<file path="src/rtl/branch_pkg.sv">
// ============================================================================
// Module      : branch_pkg
// Description : Shared predictor constants and saturating counter step helper.
// Revision    : 1.0  initial release
// ============================================================================
`default_nettype none

package branch_pkg;

    localparam int MODE_BIMODAL = 0;
    localparam int MODE_GSHARE  = 1;

    // Widest counter the helper supports; narrower counters are zero-extended.
    localparam int CTR_MAX_W    = 4;

    function automatic logic [CTR_MAX_W-1:0] ctr_next(
        input logic [CTR_MAX_W-1:0] ctr,
        input logic                 taken,
        input int unsigned          ctr_w
    );
        logic [CTR_MAX_W-1:0] w_top;
        w_top = CTR_MAX_W'((32'd1 << ctr_w) - 32'd1);
        if (taken) begin
            return (ctr == w_top) ? ctr : ctr + 1'b1;
        end
        return (ctr == '0) ? ctr : ctr - 1'b1;
    endfunction

endpackage

`default_nettype wire

</file>
<file path="src/rtl/sat_counter_table.sv">
// ============================================================================
// Module      : sat_counter_table
// Description : Array of saturating counters, async reset, 1 read / 1 update port.
// Revision    : 1.0  initial release
// ============================================================================
`default_nettype none

module sat_counter_table
    import branch_pkg::*;
#(
    parameter int IDX_W    = 8,
    parameter int CTR_W    = 2,
    parameter int INIT_CTR = 0
) (
    input  logic             clk,
    input  logic             rst,
    input  logic [IDX_W-1:0] rd_addr,
    output logic [CTR_W-1:0] rd_data,
    input  logic             wr_en,
    input  logic [IDX_W-1:0] wr_addr,
    input  logic             wr_taken
);

    localparam int c_depth = 2 ** IDX_W;

    logic [CTR_W-1:0] r_mem [c_depth];
    logic [CTR_W-1:0] w_next_ctr;

    // Combinational read sees the stored value, so a colliding update lands next cycle.
    assign rd_data    = r_mem[rd_addr];
    assign w_next_ctr = CTR_W'(ctr_next(CTR_MAX_W'(r_mem[wr_addr]), wr_taken, CTR_W));

    always_ff @(posedge clk or negedge rst) begin
        if (!rst) begin
            for (int i = 0; i < c_depth; i++) begin
                r_mem[i] <= CTR_W'(INIT_CTR);
            end
        end else if (wr_en) begin
            r_mem[wr_addr] <= w_next_ctr;
        end
    end

endmodule

`default_nettype wire

</file>
<file path="src/rtl/gshare_predictor.sv">
// ============================================================================
// Module      : gshare_predictor
// Description : Bimodal/gshare direction predictor with history and mispredict count.
// Revision    : 1.0  initial release
// ============================================================================
`default_nettype none

module gshare_predictor
    import branch_pkg::*;
#(
    parameter int PC_WIDTH = 32,
    parameter int IDX_W    = 8,
    parameter int CTR_W    = 2,
    parameter int HIST_LEN = 8,
    parameter int MODE     = 1,
    parameter int INIT_CTR = 0,
    parameter int CNT_W    = 16
) (
    input  logic                clk,
    input  logic                rst,
    input  logic [PC_WIDTH-1:0] pred_pc,
    output logic                pred_taken,
    output logic [IDX_W-1:0]    pred_idx,
    input  logic                upd_valid,
    input  logic [IDX_W-1:0]    upd_idx,
    input  logic                upd_taken,
    input  logic                upd_pred,
    output logic [HIST_LEN-1:0] ghr,
    output logic [CNT_W-1:0]    mispredict_cnt
);

    if (HIST_LEN > IDX_W || HIST_LEN < 1) begin : g_bad_hist
        $error("gshare_predictor: HIST_LEN must be in 1..IDX_W");
    end
    if (CTR_W < 2 || CTR_W > CTR_MAX_W) begin : g_bad_ctr
        $error("gshare_predictor: CTR_W must be in 2..4");
    end
    if (INIT_CTR < 0 || INIT_CTR >= (1 << CTR_W)) begin : g_bad_init
        $error("gshare_predictor: INIT_CTR out of counter range");
    end
    if (MODE != MODE_BIMODAL && MODE != MODE_GSHARE) begin : g_bad_mode
        $error("gshare_predictor: MODE must be 0 or 1");
    end
    if (PC_WIDTH < IDX_W + 2) begin : g_bad_pc
        $error("gshare_predictor: PC_WIDTH too narrow for IDX_W");
    end

    logic [IDX_W-1:0]    w_pc_idx;
    logic [IDX_W-1:0]    w_idx;
    logic [CTR_W-1:0]    w_rd_ctr;
    logic [HIST_LEN-1:0] r_ghr;
    logic [HIST_LEN-1:0] w_ghr_next;
    logic [CNT_W-1:0]    r_mispredict_cnt;
    logic                w_mispredict;
    logic                w_unused_pc_bits;

    // Instructions are word aligned; only the index field of the PC feeds the hash.
    assign w_pc_idx         = pred_pc[IDX_W+1:2];
    assign w_unused_pc_bits = ^pred_pc;

    if (MODE == MODE_GSHARE) begin : g_gshare
        assign w_idx = w_pc_idx ^ IDX_W'(r_ghr);
    end else begin : g_bimodal
        assign w_idx = w_pc_idx;
    end

    if (HIST_LEN == 1) begin : g_hist_one
        assign w_ghr_next = upd_taken;
    end else begin : g_hist_shift
        assign w_ghr_next = {r_ghr[HIST_LEN-2:0], upd_taken};
    end

    assign pred_idx       = w_idx;
    assign pred_taken     = w_rd_ctr[CTR_W-1];
    assign ghr            = r_ghr;
    assign mispredict_cnt = r_mispredict_cnt;
    assign w_mispredict   = upd_valid && (upd_taken != upd_pred);

    sat_counter_table #(
        .IDX_W    (IDX_W),
        .CTR_W    (CTR_W),
        .INIT_CTR (INIT_CTR)
    ) u_table (
        .clk      (clk),
        .rst      (rst),
        .rd_addr  (w_idx),
        .rd_data  (w_rd_ctr),
        .wr_en    (upd_valid),
        .wr_addr  (upd_idx),
        .wr_taken (upd_taken)
    );

    always_ff @(posedge clk or negedge rst) begin
        if (!rst) begin
            r_ghr            <= '0;
            r_mispredict_cnt <= '0;
        end else begin
            if (upd_valid) begin
                r_ghr <= w_ghr_next;
            end
            if (w_mispredict && (r_mispredict_cnt != '1)) begin
                r_mispredict_cnt <= r_mispredict_cnt + 1'b1;
            end
        end
    end

endmodule

`default_nettype wire

</file>
<file path="config.mk">
export PLATFORM = sky130hd
export DESIGN_NAME = gshare_predictor
export DESIGN_NICKNAME = d
export VERILOG_FILES = /design/src/rtl/branch_pkg.sv /design/src/rtl/sat_counter_table.sv /design/src/rtl/gshare_predictor.sv
export SDC_FILE = /design/constraint.sdc
export NUM_CORES = 1
export LEC_CHECK = 0
export CAP_MARGIN = 20
export CORE_UTILIZATION = 56
export DETAILED_ROUTE_END_ITERATION = 16
export GPL_ROUTABILITY_DRIVEN = 1
export PLACE_DENSITY = 0.76
export REMOVE_ABC_BUFFERS = 1
export SYNTH_ARGS = -nofsm -noshare
export SYNTH_HDL_FRONTEND = slang
export SYNTH_SLANG_ARGS = --single-unit
</file>
<file path="constraint.sdc">
create_clock -name clk -period 4.54 [get_ports clk]
set_input_delay 0.908 -clock clk [delete_from_list [all_inputs] [get_ports clk]]
set_output_delay 0.908 -clock clk [all_outputs]
set_load 0.02 [all_outputs]
</file>
# Yosys cells after proc, flatten, opt, wreduce, memory -nomap -nowiden
# Cells that the tools add are included.
# Widths: inputs -> output; s select.
# op_classes
addsub	3
magnitude_cmp	3
eq_ne	3
n_mux	14
bitwise_logic	3
n_reduce_logical	4
# ops
cell	n
$bwmux 512	1
$bmux 2 s8	2
$ge 9x9->1 const B	2
$mux 2	9
$not 8->9	2
$add 16x1->16 const B	1
$demux 2 s8	1
$ne 16x16->1 const B	1
$lt 9x1->1 const B	1
$xor 8x8->8	1
$logic_and 1x1->1	3
$add 2x1->2 const B	1
$eq 2x2->1 const B	1
$logic_not 2->1	1
$sub 2x1->2 const B	1
$mux 1	1
$ne 1x1->1	1
# word_totals
ff_bits	536
input_bits	45
output_inout_bits	33
elab_cells	288

# Depth between registers and ports, before layout
# logic_depth
ltp_word	9
ltp_mapped	15
mapped_depth_nobuf	9

# Cells and area by module
# From an unflattened synthesis, not the netlist that was laid out.
# unflattened
cells_unflattened	2648
hier_area_um2	30170.2
# modules_own_cells
mod	n_inst	cells_each	area_each_um2	seq_area_each_um2
sat_counter_table	1	2549	28954.0	12812.3
gshare_predictor	1	99	1216.2	600.6

# Worst setup path after synthesis
# No wires, ideal clock.
# synth_timing
kind	input to output
from	in pred_pc[2]
to	out pred_taken
arrival_time_ns	3.610
required_ns	3.632
slack_ns	0.022
path_stages	9
path_buffers	3
cell_sequence	xor2_1 > buf_2 > buf_2 > buf_2 > mux4_2 > mux4_2 > a221oi_1 > mux4_2 > inv_1
# synth_between
elab_chain_len	5
# synth_rtl
item	line	text
from (decl)	gshare_predictor.sv:21	input logic [PC_WIDTH-1:0] pred_pc,
$xor 8x8->8	gshare_predictor.sv:62	assign w_idx = w_pc_idx ^ IDX_W'(r_ghr);
named net pred_idx[0]	gshare_predictor.sv:23	output logic [IDX_W-1:0] pred_idx,
$not 8->9 (not written as such)	sat_counter_table.sv:30	assign rd_data = r_mem[rd_addr];
$bmux 2 s8	sat_counter_table.sv:30	
$mux 2 (not written as such) (2 in a row)	sat_counter_table.sv:30	
to (decl)	gshare_predictor.sv:22	output logic pred_taken,
# The timed path passes the listed nets, and every way through them passes these cells. The select of a mux whose other input is x is not followed.

# Worst setup path in the final report
# layout_timing
from	reg r_ghr[0], in the netlist ghr[0]
to	out pred_taken
# layout_between
elab_chain_len	5
# layout_rtl
item	line	text
from (decl)	gshare_predictor.sv:51	logic [HIST_LEN-1:0] r_ghr;
from (signal assigned)	gshare_predictor.sv:99	r_ghr <= w_ghr_next;
$xor 8x8->8	gshare_predictor.sv:62	
$not 8->9 (not written as such)	sat_counter_table.sv:30	
$bmux 2 s8	sat_counter_table.sv:30	
$mux 2 (not written as such) (2 in a row)	sat_counter_table.sv:30	
# No other way between the ends. The select of a mux whose other input is x is not followed.

==> results <==
==> layout make-up <==
type	count	area, um^2	area share (%)
clock buffer	71	1550	4.68
clock inverter	28	370	1.12
inverter	9	33.8	0.102
sequential	536	13400	40.5
multi-input combinational	1872	13900	42.0
antenna	1	2.50	0.00755
tap	664	831	2.51
timing repair buffer	279	3020	9.12
==> layer usage <==
metal | wire length, um | track usage [%]
met3 | 11500 | 11.5
met4 | 7080 | 24.3
met2 | 40400 | 54.7
met1 | 34300 | 48.2
met5 | 26 | 0
==> cell families after synthesis <==
logic type                 after synthesis  synth area share (%)
DFF                                    536                  47.5
muxes                                  282                  17.0
adders and majority gates                1                0.0443
buffers and inverters                  227                  4.05
AOI/OAI and AO/OA                      638                  17.5
xor gates and xnor gates                23                 0.713
and+or+nand+nor                        928                  13.2
==> worst register-to-register path, cell delays in order (launching register included) <==
cell and delay [ns]:
dfrtp_1 0.43, mux4_2 0.46, and2_1 0.20, a2111oi_0 0.53
buf_4 0.20, nor4_1 0.04, buf_4 0.14, o211ai_1 0.14
nor3_2 0.14, a31oi_4 0.40, buf_12 0.40, o31ai_1 0.21
==> sequential cells by signal (all words and copies together) (netlist names) <==
register / count
mispredict_cnt: 16
ghr: 8
u_table.r_mem: 512
==> synthesized netlist by cell type, types with 14 or more instances <==
library cell / instances
dfrtp_1: 536
a21oi_1: 17
buf_6: 20
a22oi_1: 46
xor2_1: 14
o31ai_2: 40
mux4_2: 157
buf_1: 18
clkbuf_1: 77
nor2_1: 39
mux2i_1: 114
o31ai_1: 474
nand3_1: 23
nand2_1: 800
buf_2: 98
==> repair_timing <==
action,in CTS,in global routing
gates resized for setup,24,1
buffers inserted,5,0
endpoints found under the setup margin,1,1
cloned,4,0
pin swaps,3,1
==> worst paths after layout <==
path,startpoint,endpoint,slack [ns],cells after the start
worst max-delay path,ghr[0],pred_taken,-0.20,12
worst min-delay path,rst,u_table.r_mem[244],0.35,1
worst max register to register,u_table.r_mem[487],u_table.r_mem[160],1.11,11
worst min register to register,u_table.r_mem[352],u_table.r_mem[352],0.47,2
max in group asynchronous,rst,u_table.r_mem[200],3.12,2
min in group clk,u_table.r_mem[352],u_table.r_mem[352],0.47,2
==> metrics by stage <==
step | area [um^2] | setup slack, ns | hold slack, ns | TNS (ns) | util, %
6_report | 33100 | -0.196 | 0.348 | -0.196 | 67.1
5_1_grt | 33100 | -0.243 | 0.379 | -0.243 | 67.1
4_1_cts | 33100 | -0.140 | 0.401 | -0.140 | 67.1
3_5_place_dp | 30900 | -1.17 | 0.460 | -1.17 | 62.7
3_3_place_gp | 30900 | -1.17 | 0.454 | -1.17 | 62.7
2_1_floorplan | 27100 | -10.69 | 0.443 | -4890.45 | -
==> power by group through the flow <==
stage                     clock network [mW]  logic [mW]  registers, mW
after global routing                    5.06        2.92           5.36
after CTS                               4.88        2.73           5.32
after detailed placement                   0        2.61           5.40
after floorplan                            0        1.21           5.38
after global placement                     0        2.54           5.38
final                                   4.88        2.78           5.34
==> run_results.csv <==
group,metric,value,unit
clocking,cts_root_buffer,"clkbuf_16",
die,dieArea,51300,um^2
global_route,grt.total_usage,37.4,%
run,maxCapViolCount,0,
synthesis,synth_warnings,0,
synthesis,synthCells,2635,
die,start_util,57.2,%
setup_path,path_buf_inv,6,
run_status,violations,"negative setup slack",
sta,setup_viol,1,
finish,final_cells,3460,
global_route,grt_pass1_wl,143000,um
sta,postLayoutSetupSlackWorst,-0.196,ns
synthesis,avgSynthCellArea,10.7,um^2
clocking,clkLatencyLatePin,0.64,ns
global_route,grt_pass1_vias,23986,
global_route,grt_max_degree,114,
worst_hold_path,hold_class,"in -> async",
setup_path,crit_slowest_cell,"mux4_2",
power_and_ir_drop,report.power.total,13.0,mW
setup_path,cp_top_family,"multiplexers",
routing,via_count,24033,
placed_design,place_inst,3351,
synthesis,ys_seq_area_share,47.5,%
clocking,cts_tree,"done",
sta,fmax,211,MHz
global_route,antenna_found_initial,4,
finish,nNetsFinal,2799,
power_and_ir_drop,power.density,392,nW/um^2
finish,drive_gt1_share,20.5,%
routing,drcViolationCount,0,
placed_design,gp_congestion,0.949,
routing,wl_per_cell,27.0,um
die,ioPinCount,78,
sta,max-slew-margin-rel,31.0,%
sta,maxSlewViolCount,0,
die,dieWidth,227,um
setup_path,worst_ep_arrival_time,3.83,ns
power_and_ir_drop,pwr-share-clk,37.5,%
setup_path,end_kind,"primary output",
sta,hold_viol,0,
synthesis,synth.area.top_cells,"dfrtp_1 47%, o31ai_1 13%, mux4_2 13%, nand2_1 11%, mux2i_1 4.0%",
synthesis,synth_top_cell_by_area,"dfrtp_1",
die,dieHeight,227,um
placed_design,post-dp-hpwl,62300,um
sta,finalCritPeriodShare,104,%
setup_path,crit_fanout,5,
placed_design,port_buffers,53,
clocking,h-tree-depth,2,
finish,synthToLayoutAreaGrowth,17.3,%
power_and_ir_drop,ir_drop,0.303,mV
sta,rsz0062_at_grt,"true",
finish,final_common_cell,"nand2_1",
run_status,status,"finished, violations left",
synthesis,yosysUniqueCellTypes,60,
global_route,overflow,0,
die,core_area,49400,um^2
clocking,clkTransAtPathRegs,0.06,ns
setup_path,path_cells,"xor2_4 -> buf_12 -> buf_12 -> buf_12 -> mux4_2 -> mux4_2 -> a22o_4 -> a221oi_4 -> buf_4 -> mux4_2 -> inv_2 -> buf_6",
routing,wirelength,93300,um
die,fp-row-count,81,
routing,first_pass_iters,8,
synthesis,async_flop_share,100,%
clocking,cts_buffer_depth,3,
synthesis,synth-seq-cells,536,
power_and_ir_drop,p_int,9.07,mW
clocking,clock-sinks,536,
power_and_ir_drop,switching_share,30.2,%
clocking,cts_buffers,55,
setup_path,worst_ep_required_time,3.63,ns
synthesis,synth-edff-count,0,
synthesis,synth_top_area_share,47.5,%
setup_path,critPathKind,"reg -> out",
power_and_ir_drop,sequentialPowerShare,41.1,%
power_and_ir_drop,p_comb_share,21.4,%
finish,layout_common_cells,"800 x nand2_1, 535 x dfrtp_1, 474 x o31ai_1, 165 x buf_4, 157 x mux4_2",
routing,detail-route-antenna-nets,0,
routing,drtIter0Drc,3421,
power_and_ir_drop,power.switching,3.92,mW
setup_path,start_kind,"register",
synthesis,synth_top_flop_cell,"dfrtp_1",
finish,fillCellCount,3530,
sta,skew,0.0218,ns
setup_path,critPathMaxStageDelay,0.49,ns
routing,viasPerCell,6.95,
power_and_ir_drop,p_leak,13.9,nW
sta,finalCriticalPeriod,4.74,ns
synthesis,netlist_area,28200,um^2
sta,tightest_slew,1.02,ns
clocking,cts-hold-fix-buffers,0,
(Power assumes the default switching activity.)
